File: src/rtl/cpu_pkg.sv
// Shared CPU constants and types for the front end.
package cpu_pkg;

  localparam int XLEN        = 64;
  localparam int ILEN        = 32;
  localparam int INSTR_BYTES = 4;

  localparam logic [XLEN-1:0] DEFAULT_RESET_PC = 64'h0;

  typedef struct packed {
    logic [XLEN-1:0] pc;
    logic [ILEN-1:0] instr;
  } fetch_entry_t;

  // Clear the low bits so every fetch address is instruction aligned.
  function automatic logic [XLEN-1:0] align_pc(input logic [XLEN-1:0] pc);
    return pc & ~XLEN'(INSTR_BYTES - 1);
  endfunction

endpackage

File: src/rtl/fetch_fifo.sv
// Synchronous FIFO holding fetched {pc, instr} entries between memory and decode.
module fetch_fifo #(
  parameter  int DEPTH = 2,
  parameter  int WIDTH = 96,
  localparam int AW    = $clog2(DEPTH),
  localparam int CW    = $clog2(DEPTH) + 1
) (
  input  logic             clk,
  input  logic             rst_n,
  input  logic             flush,
  input  logic             push,
  input  logic [WIDTH-1:0] push_data,
  input  logic             pop,
  output logic [WIDTH-1:0] pop_data,
  output logic [CW-1:0]    count,
  output logic             empty
);

  localparam logic [CW-1:0] DEPTH_C = CW'(DEPTH);
  localparam logic [CW-1:0] ONE_C   = CW'(1);
  localparam logic [AW-1:0] PTR_ONE = AW'(1);

  logic [WIDTH-1:0] mem [DEPTH];
  logic [AW-1:0]    wr_ptr;
  logic [AW-1:0]    rd_ptr;
  logic             full;

  assign empty    = (count == '0);
  assign full     = (count == DEPTH_C);
  assign pop_data = mem[rd_ptr];

  always_ff @(posedge clk) begin
    if (push) begin
      mem[wr_ptr] <= push_data;
    end
  end

  always_ff @(posedge clk) begin
    if (!rst_n || flush) begin
      wr_ptr <= '0;
      rd_ptr <= '0;
      count  <= '0;
    end else begin
      if (push) begin
        wr_ptr <= wr_ptr + PTR_ONE;
      end
      if (pop) begin
        rd_ptr <= rd_ptr + PTR_ONE;
      end
      case ({push, pop})
        2'b10:   count <= count + ONE_C;
        2'b01:   count <= count - ONE_C;
        default: count <= count;
      endcase
    end
  end

  // The fetch credit scheme upstream must never let an entry arrive with no room.
  assert property (@(posedge clk) disable iff (!rst_n) !(push && full && !pop && !flush))
    else $error("fetch_fifo: push while full");

endmodule

File: src/rtl/instruction_fetch_unit.sv
// Instruction fetch: issues sequential fetches under a buffer credit limit and
// discards in-flight responses that belong to the path abandoned by a redirect.
module instruction_fetch_unit
  import cpu_pkg::*;
#(
  parameter logic [XLEN-1:0] RESET_PC   = DEFAULT_RESET_PC,
  parameter int              FIFO_DEPTH = 2
) (
  input  logic            clk,
  input  logic            rst_n,
  output logic            imem_req_valid,
  input  logic            imem_req_ready,
  output logic [XLEN-1:0] imem_req_addr,
  input  logic            imem_rsp_valid,
  input  logic [ILEN-1:0] imem_rsp_data,
  input  logic            redirect_valid,
  input  logic [XLEN-1:0] redirect_pc,
  output logic            if_valid,
  input  logic            if_ready,
  output logic [ILEN-1:0] if_instr,
  output logic [XLEN-1:0] if_pc
);

  localparam int              CW       = $clog2(FIFO_DEPTH) + 1;
  localparam logic [CW-1:0]   DEPTH_C  = CW'(FIFO_DEPTH);
  localparam logic [CW-1:0]   ONE_C    = CW'(1);
  localparam logic [XLEN-1:0] PC_STEP  = XLEN'(INSTR_BYTES);

  logic [XLEN-1:0] fetch_pc;
  logic [XLEN-1:0] resp_pc;
  logic [CW-1:0]   outstanding;
  logic [CW-1:0]   drop_cnt;
  logic [CW-1:0]   fifo_count;
  logic            fifo_empty;
  logic            req_fire;
  logic            push;
  logic            pop;
  logic [XLEN-1:0] redirect_target;
  fetch_entry_t    push_entry;
  fetch_entry_t    head_entry;

  assign redirect_target = align_pc(redirect_pc);

  // Every request in flight already owns a buffer slot, so overflow cannot happen.
  assign imem_req_valid = rst_n && ((outstanding + fifo_count) < DEPTH_C) && !redirect_valid;
  assign imem_req_addr  = fetch_pc;
  assign req_fire       = imem_req_valid && imem_req_ready;

  assign push       = imem_rsp_valid && !redirect_valid && (drop_cnt == '0);
  assign pop        = if_valid && if_ready && !redirect_valid;
  assign push_entry = '{pc: resp_pc, instr: imem_rsp_data};

  assign if_valid = !fifo_empty;
  assign if_instr = if_valid ? head_entry.instr : '0;
  assign if_pc    = if_valid ? head_entry.pc    : '0;

  always_ff @(posedge clk) begin
    if (!rst_n) begin
      fetch_pc    <= RESET_PC;
      resp_pc     <= RESET_PC;
      outstanding <= '0;
      drop_cnt    <= '0;
    end else begin
      if (redirect_valid) begin
        fetch_pc <= redirect_target;
        resp_pc  <= redirect_target;
        // A response landing in the redirect cycle is itself discarded here.
        drop_cnt <= imem_rsp_valid ? (outstanding - ONE_C) : outstanding;
      end else begin
        if (req_fire) begin
          fetch_pc <= fetch_pc + PC_STEP;
        end
        if (imem_rsp_valid) begin
          if (drop_cnt != '0) begin
            drop_cnt <= drop_cnt - ONE_C;
          end else begin
            resp_pc <= resp_pc + PC_STEP;
          end
        end
      end

      case ({req_fire, imem_rsp_valid})
        2'b10:   outstanding <= outstanding + ONE_C;
        2'b01:   outstanding <= outstanding - ONE_C;
        default: outstanding <= outstanding;
      endcase
    end
  end

  fetch_fifo #(
    .DEPTH (FIFO_DEPTH),
    .WIDTH (XLEN + ILEN)
  ) u_fetch_fifo (
    .clk       (clk),
    .rst_n     (rst_n),
    .flush     (redirect_valid),
    .push      (push),
    .push_data (push_entry),
    .pop       (pop),
    .pop_data  (head_entry),
    .count     (fifo_count),
    .empty     (fifo_empty)
  );

endmodule

File: config.mk
export PLATFORM = sky130hd
export DESIGN_NAME = instruction_fetch_unit
export DESIGN_NICKNAME = d
export VERILOG_FILES = /design/src/rtl/cpu_pkg.sv /design/src/rtl/fetch_fifo.sv /design/src/rtl/instruction_fetch_unit.sv
export SDC_FILE = /design/constraint.sdc
export NUM_CORES = 1
export LEC_CHECK = 0
export BUFFER_PORTS_ARGS = -buffer_cell sky130_fd_sc_hd__buf_2
export CORE_MARGIN = 2
export CORE_UTILIZATION = 50
export CTS_CLUSTER_SIZE = 25
export DETAILED_ROUTE_END_ITERATION = 6
export HOLD_SLACK_MARGIN = 0.15
export PLACE_DENSITY = 0.74
export SYNTH_ARGS = -nofsm -noshare
export SYNTH_HDL_FRONTEND = slang
export SYNTH_SLANG_ARGS = --single-unit
File: constraint.sdc
create_clock -name clk -period 7.8 [get_ports clk]
set_input_delay 0.78 -clock clk [delete_from_list [all_inputs] [get_ports clk]]
set_output_delay 0.78 -clock clk [all_outputs]
set_load 0.03 [all_outputs]
==> impl_summary.md, run 1 <==
Run status
The run finished with clean final reports.

Floorplanning
In this run the vertical extent of the chip is 175 µm. Row generation in the floorplan step produced 62 rows. The total I/O pin count is 264. The die covers 0.0306 mm².

The area of the core is 0.0288 mm². For this configuration, the core starts out at a cell density of 50.8%. Measured along the x axis, the die boundary spans 175 µm.

Synth
Yosys attributes the largest share of cell area to edfxtp_1 (39%), dfxtp_1 (18%), mux2i_1 (6.6%). In this run, synthesis produced a sequential element count of 321. Synthesis produced a netlist whose cell count is 1365. The number of enable flip-flop cells after synthesis is 188.

The synthesized area per cell is 10.7 µm². After synthesis, flip-flops and latches occupy 56.8% of the total area. The Yosys step of the flow raised 0 warnings. The cell taking the most area after synthesis is edfxtp_1. The proportion of synthesized flip-flops having asynchronous set or reset is 0%. The summed instance area of the synthesized netlist is 0.0146 mm². In the synthesized netlist the dominant register cell turns out to be edfxtp_1. Counting distinct cell types in the post-synthesis netlist gives 66.

The area share of the largest cell type after synthesis is 38.6%.

Clocking
The total clock buffers created by CTS is 34. The buffer levels on the longest clock path is 3. The H-tree was split into 2 levels. The number of buffers added to fix hold violations after cts is 0. Clock latency on the worst-skew pair, taken at its later pin, is 0.50 ns. Clock-pin slew was measured on the worst setup and hold paths at 0.06 ns. The number of instances resized during post-cts repair is 0.

The number of buffers inserted by post-CTS setup repair is 0. The CTS tree is built. For this design, the sink count on the clock tree is 321. Clock tree synthesis selected as its root buffer the cell clkbuf_16.

Worst setup path
The peak per-stage delay on the critical path is 0.86 ns. Walking the worst path, the cells encountered are buf_4, mux2i_1, nor2_1, buf_2. The data required time at the worst endpoint is 7.02 ns. Measured in cells, the most critical reg-to-reg path has a length of 7. In this run the worst path has a maximum fanout of 58. Counting both buffers and inverters, the worst setup path holds a total of 2.

The worst setup path is captured at an output pin. The startpoint identified for the worst register-to-register timing path is drop_cnt[0]. STA classifies the critical path startpoint as a register. Data on the critical path arrives at its endpoint at 2.83 ns. On the critical path the largest part of the delay comes from buffers and inverters. The number of cells on the critical path is 4. The slowest stage cell on the critical path is buf_4.

The worst setup path category is register to output pin.

Final layout
Registers take 0.00831 mm². The area added between synthesis and finish is 18.7%. The net count of the finished layout is 1704. Leaving out filler cells and counting taps, the final layout contains 2007. The repair_antennas step left the layout with diodes totalling 0. The filler cells instantiated in the layout total 2401. Of the cells placed in the final design, the portion with a size suffix greater than 1 is 20.9%. The area of the multi-input gates is 0.00600 mm².

GRT
Global routing finished with a remaining overflow of 0. The largest net degree at the start of global routing is 93. The via count of the first global-routing pass came to 11200. The first global-routing pass estimated 62.3 mm of wire. The number of antenna violations at the first check in global routing is 0. The global-route total usage across every layer is 25.7%.

Timing
The final-report max-slew violation count came to 0. The worst pin sits at a relative slew slack of 17.7%. Of the available clock period, the critical path in the final layout requires 46.3%. The final worst clock skew is 0.00602 ns. The slack of the critical path is 4.19 ns.

Summed over all failing endpoints, the final setup total negative slack is 0 ns. For this run, the top clock speed supported by timing is 277 MHz. Setup repair after global routing left no endpoint under its margin. The final number of hold-violating endpoints was 0. Setup violations remaining at the end of the flow were counted as 0. For the pin with the worst max-slew slack, the measured transition is 1.22 ns.

For the finished layout, the period the worst path requires is 3.61 ns.

Min path
The launch instance of the worst min-delay path is imem_rsp_data[25]. The type of the most critical hold path is input port to register. Counting instances, the worst hold path has a depth of 1.

Power and ir drop
For this design the ratio of total power to cell area is 229 mW/mm². The static leakage power is 6.04 nW. The highest ir drop seen on vdd is 0.134 mV.

Route
The wire length per cell after detailed routing is 20.2 µm. The first routing iteration left 1213 violations. Once detail routing completed, the nets flagged for antenna violations numbered 0. Using the TritonRoute via totals, the vias-per-cell ratio works out to 6.07. The routed wire length is 40.5 mm. For this run, the detailed router's first-pass iteration total came to 5. For this run, design rule violations remaining after detail routing come to 0. The detailed router placed 12200 vias in this run.

Placement
The last weighted congestion value of the routability-driven placer is 0.918. Before CTS, the worst setup slack after placement is 3.90 ns. The number of port buffers is 257. The number of placed cells counting well taps is 1945. Detailed placement ended at an HPWL of 28.1 mm.

Run
The reported max-cap violation count is 0.
per-stage QoR:
step | hold slack (ns) | power (mW) | utilization, % | area (µm²)
floorplan | 0.447 | 2.23 | - | 14600
global placement | 0.479 | 2.36 | 56.4 | 16200
detailed placement | 0.487 | 2.38 | 56.4 | 16200
CTS | 0.442 | 3.99 | 60.3 | 17400
global route | 0.442 | 4.10 | 60.3 | 17400
finish | 0.464 | 3.97 | 60.3 | 17400
cell usage in the layout, fill, tap and decap left out, types with 5 or more instances in the layout:
cell       Yosys  routed
buf_4          4      10
clkbuf_1      61       8
clkbuf_16      0      39
or4_1         27      27
nand4_1       50      50
nand3_1       63      63
and4_1        20      20
and3_1        11      10
a311oi_1       5       5
or3_1         24      24
o211ai_1       9       9
a211oi_1      10      10
buf_2          1     257
ha_1           5       5
xnor2_1       37      37
mux2i_1       96      95
inv_1         16      16
nand2_1       87      87
o21ai_0       88      88
nor4_1        29      28
a21oi_1       59      59
a31oi_1       36      36
nor3b_1        5       5
nor3_1        31      31
edfxtp_1     188     188
xor2_1        28      28
nor4b_1        6       6
o31ai_1       18      18
clkinv_1       2       8
nor2_1       137     135
or2_2          5       5
dfxtp_1      133     132
and2_1        11      11
area by class of cell:
class                   count  share of cell area, %
multi-input cells         955                   34.5
clock inverters            13                  0.613
clock buffers              49                   5.95
inverters                  18                  0.404
well taps                 384                   2.77
repair buffers            267                   7.84
flip-flops and latches    321                   47.9
power by group:
group	internal [mW]	switching [mW]
registers	1.88	0.0924
logic	0.119	0.257
clock network	0.988	0.636
total	2.99	0.986
Yosys cell counts, drive strengths merged (31+ instances only):
cell and instances:
a31oi 36, edfxtp 188, clkbuf 61, nand2 87, nor4 31, o21ai 88, nand3 63, nand4 51
a21oi 59, dfxtp 133, nor2 138, mux2i 96, nor3 33, xnor2 37
flip-flops by register name (all words and copies together), names as in the netlist, named ones only:
name and cells:
u_fetch_fifo.mem 188, imem_req_addr 62, resp_pc 62, drop_cnt 2, outstanding 2, u_fetch_fifo.count 2
u_fetch_fifo.rd_ptr 1, u_fetch_fifo.wr_ptr 1
cell families after synthesis:
logic type | count (synthesis) | synth area share [%]
buffers and inverters | 92 | 2.51
AO/OA/AOI/OAI | 252 | 10.4
AND/OR/NAND/NOR | 532 | 19.4
adder cells (fa/ha/maj) | 5 | 0.428
other | 1 | 0.0256
multiplexers | 97 | 6.65
XOR/XNOR | 65 | 3.89
flip-flops | 321 | 56.8
layer usage:
| metal | routed length [µm] | vias to the layer above | global-route usage (%) |
|---|---|---|---|
| met2 | 18600 | 615 | 40.2 |
| li1 | - | 5636 | - |
| met1 | 17100 | 5845 | 36.5 |
| met3 | 3640 | 78 | 4.48 |
| met5 | 0 | - | 0 |
| met4 | 1190 | 0 | 8.65 |
path summary, 6_finish.rpt:
path,end,slack (ns)
hold / removal,u_fetch_fifo.mem[0][25],0.46
hold reg to reg,u_fetch_fifo.mem[0][92],0.51
setup reg to reg,u_fetch_fifo.mem[0][62],4.41
setup / recovery,if_pc[54],4.19
(Power assumes the default switching activity.)
==> run 2, diff against run 1 <==
--- a/config.mk
+++ b/config.mk
@@ -11,7 +11,7 @@
 export CTS_CLUSTER_SIZE = 25
 export DETAILED_ROUTE_END_ITERATION = 6
 export HOLD_SLACK_MARGIN = 0.15
-export PLACE_DENSITY = 0.74
+export PLACE_DENSITY = 0.77
 export SYNTH_ARGS = -nofsm -noshare
 export SYNTH_HDL_FRONTEND = slang
 export SYNTH_SLANG_ARGS = --single-unit
==> constraint.sdc (replaced) <==
create_clock -name clk -period 3.1 [get_ports clk]
set_input_delay 0.31 -clock clk [delete_from_list [all_inputs] [get_ports clk]]
set_output_delay 0.31 -clock clk [all_outputs]
set_load 0.03 [all_outputs]
==> run 2 against run 1 <==
The run now ends with design-rule violations left; via count is 2.9% higher; utilization up 2.1 points; register-to-register slack got worse by 4.0 ns; die area unchanged; first-iteration DRC count up 3.1%; flip-flop and latch count is the same; design area rose by 3.5%; cell count increased by 3.3%; wire length is 4.2% higher; clock power grew to 2.5 times the previous value; sequential share of layout area decreased by 1.6 points; worst hold slack lost 0.31 ns; critical endpoint is now resp_pc[50].
==> impl_summary.md, run 2 (same netlist as run 1, synthesis figures left out) <==
Worst setup path
The register-to-register path setup slack is 0.40 ns. The worst flop-to-flop path startpoint is resp_pc[2]. Of all nets on the critical path, the largest fanout is 10. Measured in cells, the most critical reg-to-reg path has a length of 7. The worst setup path category is register to register. At the worst endpoint, the required time is 3.52 ns. The endpoint of the worst-slack reg-to-reg timing path is resp_pc[50].

The arrival time at the worst endpoint is 3.11 ns. The element type at the critical path start is a register. STA classifies the critical path endpoint as a register. The critical path capture point is resp_pc[50]. The worst setup path startpoint is resp_pc[2].

Timing
For this run, the top clock speed supported by timing is 371 MHz. The time the final worst path needs with I/O delays and setup is 2.70 ns. The final worst clock skew is 0.0218 ns. After layout, the worst path uses 87.0% of the clock period.

The final-report setup violation count is 0. The setup total negative slack is 0 ns. The remaining max-slew budget at the tightest pin is 40.9%. Setup repair after global routing left no endpoint under its margin. The final number of hold-violating endpoints is 0. Hold is met by 0.157 ns. The slack of the critical path is 0.404 ns. The transition time at the pin with the least slew margin is 0.878 ns. The final-report max-slew violation count is 0.

Route
Once detail routing completed, the nets flagged for antenna violations numbered 0. In the routed layout, each cell is associated on average with a via count of 6.04. The routed wire length is 42.2 mm. The first routing iteration left 1251 violations. The via count is 12500. The wire length per cell after detailed routing is 20.3 µm. The detailed-routing iteration count for the pre-antenna-repair pass is 7. The post-detailed-route DRC marker count is 3.

Final layout
The top cell types in the final layout, fill and taps aside, are buf_2 (257), edfxtp_1 (188), nor2_1 (135), dfxtp_1 (132), mux2i_1 (95). The number of antenna diodes in the final layout is 0. The fraction of layout cells with a size suffix above 1 is 21.8%.

The area of the multi-input gates is 0.00599 mm². Once layout is complete, the utilization of the core stands at 62.4%. The layout has 2301 filler cells.

The final net count is 1771. Counting flops per register, the top entry is u_fetch_fifo.mem. Relative to the synthesized area, the layout overhead comes to 22.8%. The register with the most flip-flops in the layout has 188 of them. The total area of sequential cells is 0.00831 mm². The summed area of non-filler cells in the final layout is 0.0180 mm². Leaving out fill and tap cells, the most frequent cell in the layout is buf_2.

Clocking
The clock passes through at most 3 buffers. The total clock buffers created by CTS is 34. The clock slew at the register clock pins of the worst setup and hold paths is 0.06 ns. Clock tree synthesis selected as its root buffer the cell clkbuf_16. For the worst-skew pair, the clock arrives at the later sink with an insertion delay of 0.51 ns. TritonCTS built the clock tree. The clock tree synthesis step divided the H-tree into 2 levels. The CTS sink count is 321. In this run, post-CTS repair resized a total of 0 instances.

Power and ir drop
Power spread over the standard cell area amounts to 558 mW/mm². Summed over all cells, the static leakage comes to 6.33 nW. The highest ir drop seen on vdd is 0.323 mV.

Floorplanning
After floorplanning, the core was sized to cover 0.0288 mm². Pin placement for this block handled 264 I/O pins. The die span in x is 175 µm.

The area enclosed by the die boundary is 0.0306 mm². The effective utilization at floorplan is 50.8%. The placement row count is 62. From bottom edge to top edge, the die measures 175 µm.

Min path
In this run the worst hold path is classified as input port to register.

Placement
After detailed placement, the total cell area comes to 0.0165 mm². OpenSTA, run right after detailed placement, puts the worst setup slack at 0.542 ns. Routability-driven placement finished with a final weighted congestion of 0.939. The half-perimeter wire length of the detailed placement result is 29.2 mm. Buffers placed on the I/O ports in this run total 257.

Run
Across the run, the number of max-cap violations was 0.

Run status
The checks that failed: design-rule violations. The flow ran to the end, but the final reports show violations.

GRT
The via count of the first global-routing pass is 11800. The largest net degree at the start of global routing is 73. The total congestion overflow is 0.

The number of antenna violations at the first check in global routing is 0. Global routing used 26.7% of the available tracks. The first global-routing pass estimated 64.6 mm of wire.
==> run 2: cell count changes in the layout (fill, tap and decap cells not counted), sizes merged <==
cell	before	now
buf	267	297
clkbuf	49	53
clkinv	12	6
clkinvlp	0	2
dlygate4sd3	0	37
==> run 2: layout make-up <==
class	count	share of cell area (%)
sequential	321	46.3
multi-input combinational	955	33.3
timing repair buffer	334	11.1
clock buffer	53	5.71
tap	384	2.67
clock inverter	9	0.543
inverter	18	0.390
==> run 2: per-stage QoR <==
stage | power (mW) | cells
after floorplan | 5.60 | 1368
after global placement | 5.97 | 1975
after detailed placement | 6.00 | 1975
after CTS | 10.1 | 2074
after global routing | 10.4 | 2074
final | 10.0 | 2074
==> run 2: how the worst min path moves through the flow <==
stage                                 from  slack [ns]                 endpoint  depth (start not counted)
after CTS                  redirect_pc[39]        0.15              resp_pc[39]                          3
after floorplan           imem_rsp_data[0]        0.41   u_fetch_fifo.mem[0][0]                          0
after detailed placement       resp_pc[31]        0.49  u_fetch_fifo.mem[1][63]                          0
after global placement         resp_pc[31]        0.47  u_fetch_fifo.mem[1][63]                          0
final                      redirect_pc[39]        0.16        imem_req_addr[39]                          3
after global routing       redirect_pc[39]        0.17        imem_req_addr[39]                          3
==> run 2: worst max-delay path, cell delays in order, from the launching register on <==
cell	delay (ns)
dfxtp_1	0.51
ha_1	0.26
nand4_1	0.14
nor3_1	0.62
nand4_1	0.22
buf_4	0.22
or4_1	0.48
a31oi_1	0.17
==> run 2: per-layer routing <==
| layer | vias to the layer above | part of all wire, % | track usage (%) | wire (µm) |
|---|---|---|---|---|
| met5 | - | 0 | 0 | 0 |
| met4 | 0 | 3.5 | 10.0 | 1470 |
| met3 | 110 | 9.3 | 5.83 | 3930 |
| met2 | 642 | 47 | 42.9 | 19700 |
| met1 | 6003 | 41 | 35.5 | 17100 |
| li1 | 5775 | - | - | - |
==> run 2: timing repair <==
action	4_1_cts	5_1_grt
setup endpoints to repair	0	0
setup buffers	0	0
endpoints found under the hold margin	69	0
hold buffers	37	0
==> run 2: report_power, final <==
part / internal, mW / total (mW) / switching (mW)
combinational: 0.345 / 1.02 / 0.671
clock: 2.45 / 4.06 / 1.61
sequential: 4.73 / 4.96 / 0.230
